<file path="src/rtl/spi_reg_master_if.sv">
// spi_reg_master_if
//  Request/response bus between a register-access client and spi_reg_master.
//  master modport: the client issuing frames (drives mode/start/rw/addr/wdata).
//  slave modport : spi_reg_master itself (drives busy/done/rdata).
//  Signals:
//    mode  [1:0]  {cpol, cpha}, sampled with an accepted start
//    start        request pulse, accepted only while the engine is idle
//    rw           1 = write, 0 = read
//    addr         register address carried in the command byte
//    wdata        data byte shifted out in the data phase
//    busy         frame in progress
//    done         one-cycle pulse at the end of a frame
//    rdata        data byte captured from miso on the last read
interface spi_reg_master_if #(
  parameter int ADDR_WIDTH = 7,
  parameter int REG_WIDTH  = 8
);
  logic [1:0]            mode;
  logic                  start;
  logic                  rw;
  logic [ADDR_WIDTH-1:0] addr;
  logic [REG_WIDTH-1:0]  wdata;
  logic                  busy;
  logic                  done;
  logic [REG_WIDTH-1:0]  rdata;

  modport master (
    output mode, start, rw, addr, wdata,
    input  busy, done, rdata
  );

  modport slave (
    input  mode, start, rw, addr, wdata,
    output busy, done, rdata
  );
endinterface

</file>
<file path="src/rtl/spi_reg_master.sv">
// spi_reg_master
//  SPI initiator for the register-access SPI responder. Each accepted request
//  produces one frame: command byte {rw, addr} then the data byte, MSB first,
//  in any of the four CPOL/CPHA modes.
//  Ports:
//    clk       system clock, rising edge
//    rstb      asynchronous active-low reset
//    ena       0 freezes every register (pins and done hold)
//    bus       request/response bus (slave side of spi_reg_master_if)
//    spi_cs_n  chip select, active low
//    spi_clk   SPI clock
//    spi_mosi  serial data to the responder
//    spi_miso  serial data from the responder, sampled without a synchroniser
module spi_reg_master #(
  parameter int CLK_DIV    = 8,
  parameter int ADDR_WIDTH = 7,
  parameter int REG_WIDTH  = 8
) (
  input  logic                 clk,
  input  logic                 rstb,
  input  logic                 ena,
  spi_reg_master_if.slave      bus,
  output logic                 spi_cs_n,
  output logic                 spi_clk,
  output logic                 spi_mosi,
  input  logic                 spi_miso
);

  localparam int FRAME_BITS = 1 + ADDR_WIDTH + REG_WIDTH;
  localparam int HALF_W     = $clog2(2 * FRAME_BITS);
  localparam logic [7:0]        DIV_LAST  = 8'(CLK_DIV - 1);
  localparam logic [HALF_W-1:0] HALF_LAST = HALF_W'(2 * FRAME_BITS - 1);

  localparam logic [2:0] ST_IDLE  = 3'd0;
  localparam logic [2:0] ST_SETUP = 3'd1;
  localparam logic [2:0] ST_SHIFT = 3'd2;
  localparam logic [2:0] ST_HOLD  = 3'd3;
  localparam logic [2:0] ST_GAP   = 3'd4;

  logic [2:0]            state_q, state_d;
  logic [7:0]            div_cnt_q, div_cnt_d;
  logic [HALF_W-1:0]     half_cnt_q, half_cnt_d;
  logic [FRAME_BITS-1:0] tx_q, tx_d;
  logic [REG_WIDTH-1:0]  rx_q, rx_d;
  logic [REG_WIDTH-1:0]  rdata_q, rdata_d;
  logic                  cpol_q, cpol_d;
  logic                  cpha_q, cpha_d;
  logic                  rw_q, rw_d;
  logic                  cs_n_q, cs_n_d;
  logic                  sclk_q, sclk_d;
  logic                  mosi_q, mosi_d;
  logic                  busy_q, busy_d;
  logic                  done_q, done_d;

  logic [FRAME_BITS-1:0] frame_w;
  logic                  div_end;
  logic [HALF_W-1:0]     edge_idx;
  logic                  edge_leading;
  logic                  toggle;

  assign frame_w = {bus.rw, bus.addr, bus.wdata};
  assign div_end = (div_cnt_q == DIV_LAST);

  // edge_idx numbers the spi_clk toggles of a frame 0..31: toggle 0 is issued
  // when SETUP ends, toggle k opens half-period k of SHIFT. Even toggles are
  // leading edges, odd ones trailing.
  always_comb begin
    state_d    = state_q;
    div_cnt_d  = div_cnt_q;
    half_cnt_d = half_cnt_q;
    tx_d       = tx_q;
    rx_d       = rx_q;
    rdata_d    = rdata_q;
    cpol_d     = cpol_q;
    cpha_d     = cpha_q;
    rw_d       = rw_q;
    cs_n_d     = cs_n_q;
    sclk_d     = sclk_q;
    mosi_d     = mosi_q;
    busy_d     = busy_q;
    done_d     = done_q;
    toggle     = 1'b0;
    edge_idx     = (state_q == ST_SETUP) ? '0 : half_cnt_q + HALF_W'(1);
    edge_leading = ~edge_idx[0];

    if (ena) begin
      done_d = 1'b0;
      case (state_q)
        ST_IDLE: begin
          sclk_d = cpol_q;
          cs_n_d = 1'b1;
          if (bus.start) begin
            state_d   = ST_SETUP;
            div_cnt_d = '0;
            cpol_d    = bus.mode[1];
            cpha_d    = bus.mode[0];
            rw_d      = bus.rw;
            cs_n_d    = 1'b0;
            busy_d    = 1'b1;
            sclk_d    = bus.mode[1];
            rx_d      = '0;
            // cpha=0 needs bit15 on the wire before the first (sampling) edge.
            if (!bus.mode[0]) begin
              mosi_d = frame_w[FRAME_BITS-1];
              tx_d   = frame_w << 1;
            end else begin
              mosi_d = 1'b0;
              tx_d   = frame_w;
            end
          end
        end
        ST_SETUP: begin
          div_cnt_d = div_cnt_q + 8'd1;
          if (div_end) begin
            state_d    = ST_SHIFT;
            div_cnt_d  = '0;
            half_cnt_d = '0;
            toggle     = 1'b1;
          end
        end
        ST_SHIFT: begin
          div_cnt_d = div_cnt_q + 8'd1;
          if (div_end) begin
            div_cnt_d = '0;
            if (half_cnt_q == HALF_LAST) begin
              state_d = ST_HOLD;
            end else begin
              half_cnt_d = edge_idx;
              toggle     = 1'b1;
            end
          end
        end
        ST_HOLD: begin
          div_cnt_d = div_cnt_q + 8'd1;
          if (div_end) begin
            state_d   = ST_GAP;
            div_cnt_d = '0;
            cs_n_d    = 1'b1;
            busy_d    = 1'b0;
            done_d    = 1'b1;
            if (!rw_q) begin
              rdata_d = rx_q;
            end
          end
        end
        ST_GAP: begin
          div_cnt_d = div_cnt_q + 8'd1;
          if (div_end) begin
            state_d   = ST_IDLE;
            div_cnt_d = '0;
          end
        end
        default: begin
          state_d = ST_IDLE;
        end
      endcase

      // On each toggle either sample miso or advance mosi depending on cpha.
      // The receive register keeps only the most recent byte, so command-byte
      // samples fall out on their own. cpha=0 skips the shift after bit 0.
      if (toggle) begin
        sclk_d = ~sclk_q;
        if (cpha_q ? !edge_leading : edge_leading) begin
          rx_d = {rx_q[REG_WIDTH-2:0], spi_miso};
        end
        if (cpha_q ? edge_leading : (!edge_leading && edge_idx != HALF_LAST)) begin
          mosi_d = tx_q[FRAME_BITS-1];
          tx_d   = tx_q << 1;
        end
      end
    end
  end

  always_ff @(posedge clk or negedge rstb) begin
    if (!rstb) begin
      state_q    <= ST_IDLE;
      div_cnt_q  <= '0;
      half_cnt_q <= '0;
      tx_q       <= '0;
      rx_q       <= '0;
      rdata_q    <= '0;
      cpol_q     <= 1'b0;
      cpha_q     <= 1'b0;
      rw_q       <= 1'b0;
      cs_n_q     <= 1'b1;
      sclk_q     <= 1'b0;
      mosi_q     <= 1'b0;
      busy_q     <= 1'b0;
      done_q     <= 1'b0;
    end else begin
      state_q    <= state_d;
      div_cnt_q  <= div_cnt_d;
      half_cnt_q <= half_cnt_d;
      tx_q       <= tx_d;
      rx_q       <= rx_d;
      rdata_q    <= rdata_d;
      cpol_q     <= cpol_d;
      cpha_q     <= cpha_d;
      rw_q       <= rw_d;
      cs_n_q     <= cs_n_d;
      sclk_q     <= sclk_d;
      mosi_q     <= mosi_d;
      busy_q     <= busy_d;
      done_q     <= done_d;
    end
  end

  assign spi_cs_n  = cs_n_q;
  assign spi_clk   = sclk_q;
  assign spi_mosi  = mosi_q;
  assign bus.busy  = busy_q;
  assign bus.done  = done_q;
  assign bus.rdata = rdata_q;

endmodule

</file>
<file path="src/flat_wrapper.sv">
// flat-port wrapper written by rule: the top's interface ports become plain ports
module spi_reg_master_flat 
#(
  parameter int CLK_DIV    = 8,
  parameter int ADDR_WIDTH = 7,
  parameter int REG_WIDTH  = 8
)
  (clk, rstb, ena, spi_cs_n, spi_clk, spi_mosi, spi_miso, bus_mode, bus_start, bus_rw, bus_addr, bus_wdata, bus_busy, bus_done, bus_rdata);
  spi_reg_master_if #(.ADDR_WIDTH(ADDR_WIDTH), .REG_WIDTH(REG_WIDTH)) bus_i ();
  input  logic clk;
  input  logic rstb;
  input  logic ena;
  output logic spi_cs_n;
  output logic spi_clk;
  output logic spi_mosi;
  input  logic spi_miso;
  input wire logic [$bits(bus_i.mode)-1:0] bus_mode;
  input wire logic [$bits(bus_i.start)-1:0] bus_start;
  input wire logic [$bits(bus_i.rw)-1:0] bus_rw;
  input wire logic [$bits(bus_i.addr)-1:0] bus_addr;
  input wire logic [$bits(bus_i.wdata)-1:0] bus_wdata;
  output wire logic [$bits(bus_i.busy)-1:0] bus_busy;
  output wire logic [$bits(bus_i.done)-1:0] bus_done;
  output wire logic [$bits(bus_i.rdata)-1:0] bus_rdata;
  assign bus_i.mode = bus_mode;
  assign bus_i.start = bus_start;
  assign bus_i.rw = bus_rw;
  assign bus_i.addr = bus_addr;
  assign bus_i.wdata = bus_wdata;
  assign bus_busy = bus_i.busy;
  assign bus_done = bus_i.done;
  assign bus_rdata = bus_i.rdata;
  spi_reg_master #(.CLK_DIV(CLK_DIV), .ADDR_WIDTH(ADDR_WIDTH), .REG_WIDTH(REG_WIDTH)) u_core (.clk(clk), .rstb(rstb), .ena(ena), .bus(bus_i), .spi_cs_n(spi_cs_n), .spi_clk(spi_clk), .spi_mosi(spi_mosi), .spi_miso(spi_miso));
endmodule
</file>
<file path="config.mk">
export PLATFORM = sky130hd
export DESIGN_NAME = spi_reg_master_flat
export DESIGN_NICKNAME = d
export VERILOG_FILES = /design/src/rtl/spi_reg_master_if.sv /design/src/rtl/spi_reg_master.sv /design/src/flat_wrapper.sv
export SDC_FILE = /design/constraint.sdc
export NUM_CORES = 1
export LEC_CHECK = 0
export BUFFER_PORTS_ARGS = -buffer_cell sky130_fd_sc_hd__buf_2
export CAP_MARGIN = 20
export CORE_ASPECT_RATIO = 1.1
export CORE_MARGIN = 2
export CORE_UTILIZATION = 59
export CTS_CLUSTER_SIZE = 30
export DETAILED_ROUTE_END_ITERATION = 8
export GPL_ROUTABILITY_DRIVEN = 1
export HOLD_SLACK_MARGIN = 0.06
export PLACE_DENSITY = 0.8
export SLEW_MARGIN = 20
export SYNTH_ARGS = -nofsm -noshare
export SYNTH_HDL_FRONTEND = slang
export SYNTH_SLANG_ARGS = --single-unit
</file>
<file path="constraint.sdc">
create_clock -name clk -period 3.2 [get_ports clk]
set_clock_uncertainty 0.1 [all_clocks]
set_input_delay 0.48 -clock clk [delete_from_list [all_inputs] [get_ports clk]]
set_output_delay 0.48 -clock clk [all_outputs]
set_load 0.005 [all_outputs]
</file>
==> qor.txt <==
Distinct cells, synth: 52
Seq/Total Area, Yosys: 41.4%
largest net degree at the start of global routing: 57
I/O Buffers: 35
HPWL Detailed: 4510 um
FF+latch count, synth: 56
Yosys warnings: 0
count leader, synth: dfrtp_1
Hold Crit Class: in -> async
Post-synth top cells: dfrtp_1 (55), mux2_2 (51), a21oi_1 (36)
fraction of registers with async set/reset: 100%
IO Count: 36
syn_nets: 352
Hold Buf Count CTS: 0
initial antenna violation count: 0
largest area contributor in the netlist: dfrtp_1
vias post-DR: 2482
fin worst setup slack: 0.422 ns
antenna fix cells: 0
H-tree depth: 2
leakage power: 0.00168 uW
crit path DAT: 2.87 ns
Storage cell area: 1400 um^2
outcome: completed
CTS tree: built
Final Hold Viols: 0
VDD IR max: 0.000334 V
critical path, cell by cell: ha_1 > and3_1 > ha_1 > nor3b_2 > o2111ai_4 > a311oi_4 > buf_4 > mux2_2
cts repair resizes: 0
RSZ-0062 raised after global routing: no
Area Growth Syn to Fin: 9.11%
slowest stage delay, CP: 0.45 ns
Num Clock Sinks: 56
delay-heaviest family, CP: simple AND/OR/NAND/NOR gates
DR WL/cell: 14.7 um
max_cap viols: 0
Total GRT Usage: 20.7%
post-synthesis cell count: 326
actual slew at the worst max-slew pin: 0.918 ns
Mean Syn Cell Area: 10.4 um^2
Routed WL: 6340 um
Final nets: 382
postcts setup bufs: 0
layout cells sized above 1: 33.6%
DR iter-0 viols: 178
Final Slew Violations: 0
Worst Path Max Fanout: 17
dominant synthesized flop cell: dfrtp_1
Routed Antenna Nets: 0
Root Buffer Master: clkbuf_8
RR Startpoint: u_core.half_cnt_q[0]
# DRC: 0
Final TNS setup: 0 ns
pre-CTS WS: 0.425 ns
hold_ws: 0.186 ns
area of the multi-input gates: 1830 um^2
chip height: 83.5 um
first-pass GRT wire length: 11100 um
Setup crit end kind: flip-flop
top-area cell type share of the netlist area: 40.6%
Final GP Congestion: 0.833
vias in the first global route: 2476
Cell Rows: 28
Worst path slowest cell: dfrtp_1
Clock Latency Late Sink: 0.31 ns
Startpoint Class: flip-flop
most used cell, CP: ha_1
Worst Setup SP: u_core.half_cnt_q[0]
kind of critical path: reg -> reg
crit path buf inv count: 1
CP required: 3.29 ns
filler instances: 427
Clock Path Buffers: 2
relative slew slack: 38.6%
global route overflow: 0
clk slew on worst S/H paths: 0.11 ns
die area: 6370 um^2
pwr dens: 641 nW/um^2
Max Freq: 360 MHz
EDFF count, synth: 0
top cells by area, synth: dfrtp_1 (41%), mux2_2 (17%), a21oi_1 (5.3%), mux2_4 (4.0%), nor2_1 (2.7%)
CTS buffer count: 5
DRT Pass-1 Iters: 4
synthesized area: 3390 um^2
Die X: 76.3 um
Starting Density: 62.1%
number of vias per cell: 5.75
endpoints failing setup: 0
core area: 5470 um^2
Final Critical Period: 2.78 ns
Final period util: 86.8%
worst paths after layout:
kind                                  endpoint  slack (ns)  cells after the start
max                             u_core.tx_q[2]        0.42                      8
min                        u_core.bus.rdata[7]        0.19                      2
max reg2reg                     u_core.tx_q[2]        0.42                      8
min reg2reg                u_core.bus.rdata[5]        0.41                      1
max in group asynchronous       u_core.tx_q[4]        2.35                      2
min in group clk                u_core.rx_q[0]        0.30                      3
placed cells by master (no fill, tap or decap), types with 3 or more instances in the layout:
master,netlist,final
a21o_1,3,3
a21oi_1,36,36
a22o_1,4,4
and2_1,5,5
and3_1,3,3
buf_2,6,35
buf_4,1,5
clkbuf_8,0,5
dfrtp_1,55,55
ha_1,3,3
inv_1,17,17
mux2_2,51,51
mux2_4,9,9
mux2i_1,8,8
nand2_1,23,23
nand3_1,5,5
nand4_1,6,6
nor2_1,24,24
nor3_1,4,4
o21ai_0,14,14
flip-flops by register name, indices dropped and copies added (netlist names):
signal and flops:
u_core.rx_q 8, u_core.spi_cs_n 1, u_core.bus.done 1, u_core.tx_q 16
u_core.half_cnt_q 5, u_core.rw_q 1, u_core.spi_mosi 1, u_core.bus.rdata 8
u_core.spi_clk 1, u_core.state_q 3, u_core.bus.busy 1, u_core.cpol_q 1
u_core.div_cnt_q 8, u_core.cpha_q 1
final cells by class:
class,count,area share [%]
Tap cell,75,2.54
Inverter,17,1.72
Multi-Input combinational cell,236,49.5
Clock buffer,5,1.86
Sequential cell,56,37.9
Timing Repair Buffer,40,5.75
Clock inverter,3,0.744
metrics by stage:
step | utilization (%) | total power, uW | area [um^2] | std cells
global route | 67.7 | 2550 | 3700 | 432
finish | 67.7 | 2370 | 3700 | 432
global placement | 66.0 | 1930 | 3600 | 424
CTS | 67.7 | 2390 | 3700 | 432
floorplan | - | 1790 | 3390 | 326
detailed placement | 66.0 | 1980 | 3600 | 424
where the power goes:
group / leakage [uW] / internal, uW / total, uW / switching (uW)
logic: 0.000922 / 489 / 875 / 386
registers: 0.000715 / 897 / 1090 / 193
clock network: 0.0000463 / 161 / 406 / 245
total: 0.00168 / 1550 / 2370 / 824
worst register-to-register path, cell delays in order, from the launching register on:
cell and delay [ns]:
dfrtp_1 0.45, ha_1 0.28, and3_1 0.20, ha_1 0.21
nor3b_2 0.29, o2111ai_4 0.17, a311oi_4 0.28, buf_4 0.33
mux2_2 0.38
layer usage:
layer / vias to the layer above / share of wire (%) / global-route usage, % / wire length [um]
li1: 1237 / - / - / -
met1: 1211 / 46 / 26.3 / 2880
met2: 30 / 52 / 37.0 / 3300
met3: 4 / 1.9 / 3.03 / 119
met4: 0 / 0.54 / 5.45 / 34
met5: - / 0 / 0 / 0
cells by family (layout without fill, tap and decap cells):
| group | after synthesis | in the layout | synth area share [%] |
|---|---|---|---|
| AND/OR/NAND/NOR | 87 | 87 | 14.2 |
| AO/OA/AOI/OAI | 76 | 76 | 14.9 |
| multiplexers | 68 | 68 | 23.3 |
| flip-flops | 56 | 56 | 41.4 |
| buffers and inverters | 34 | 65 | 4.65 |
| adder cells (fa/ha/maj) | 3 | 3 | 1.11 |
| XOR/XNOR | 2 | 2 | 0.517 |
Note: power is estimated with default switching activity, not from simulation.
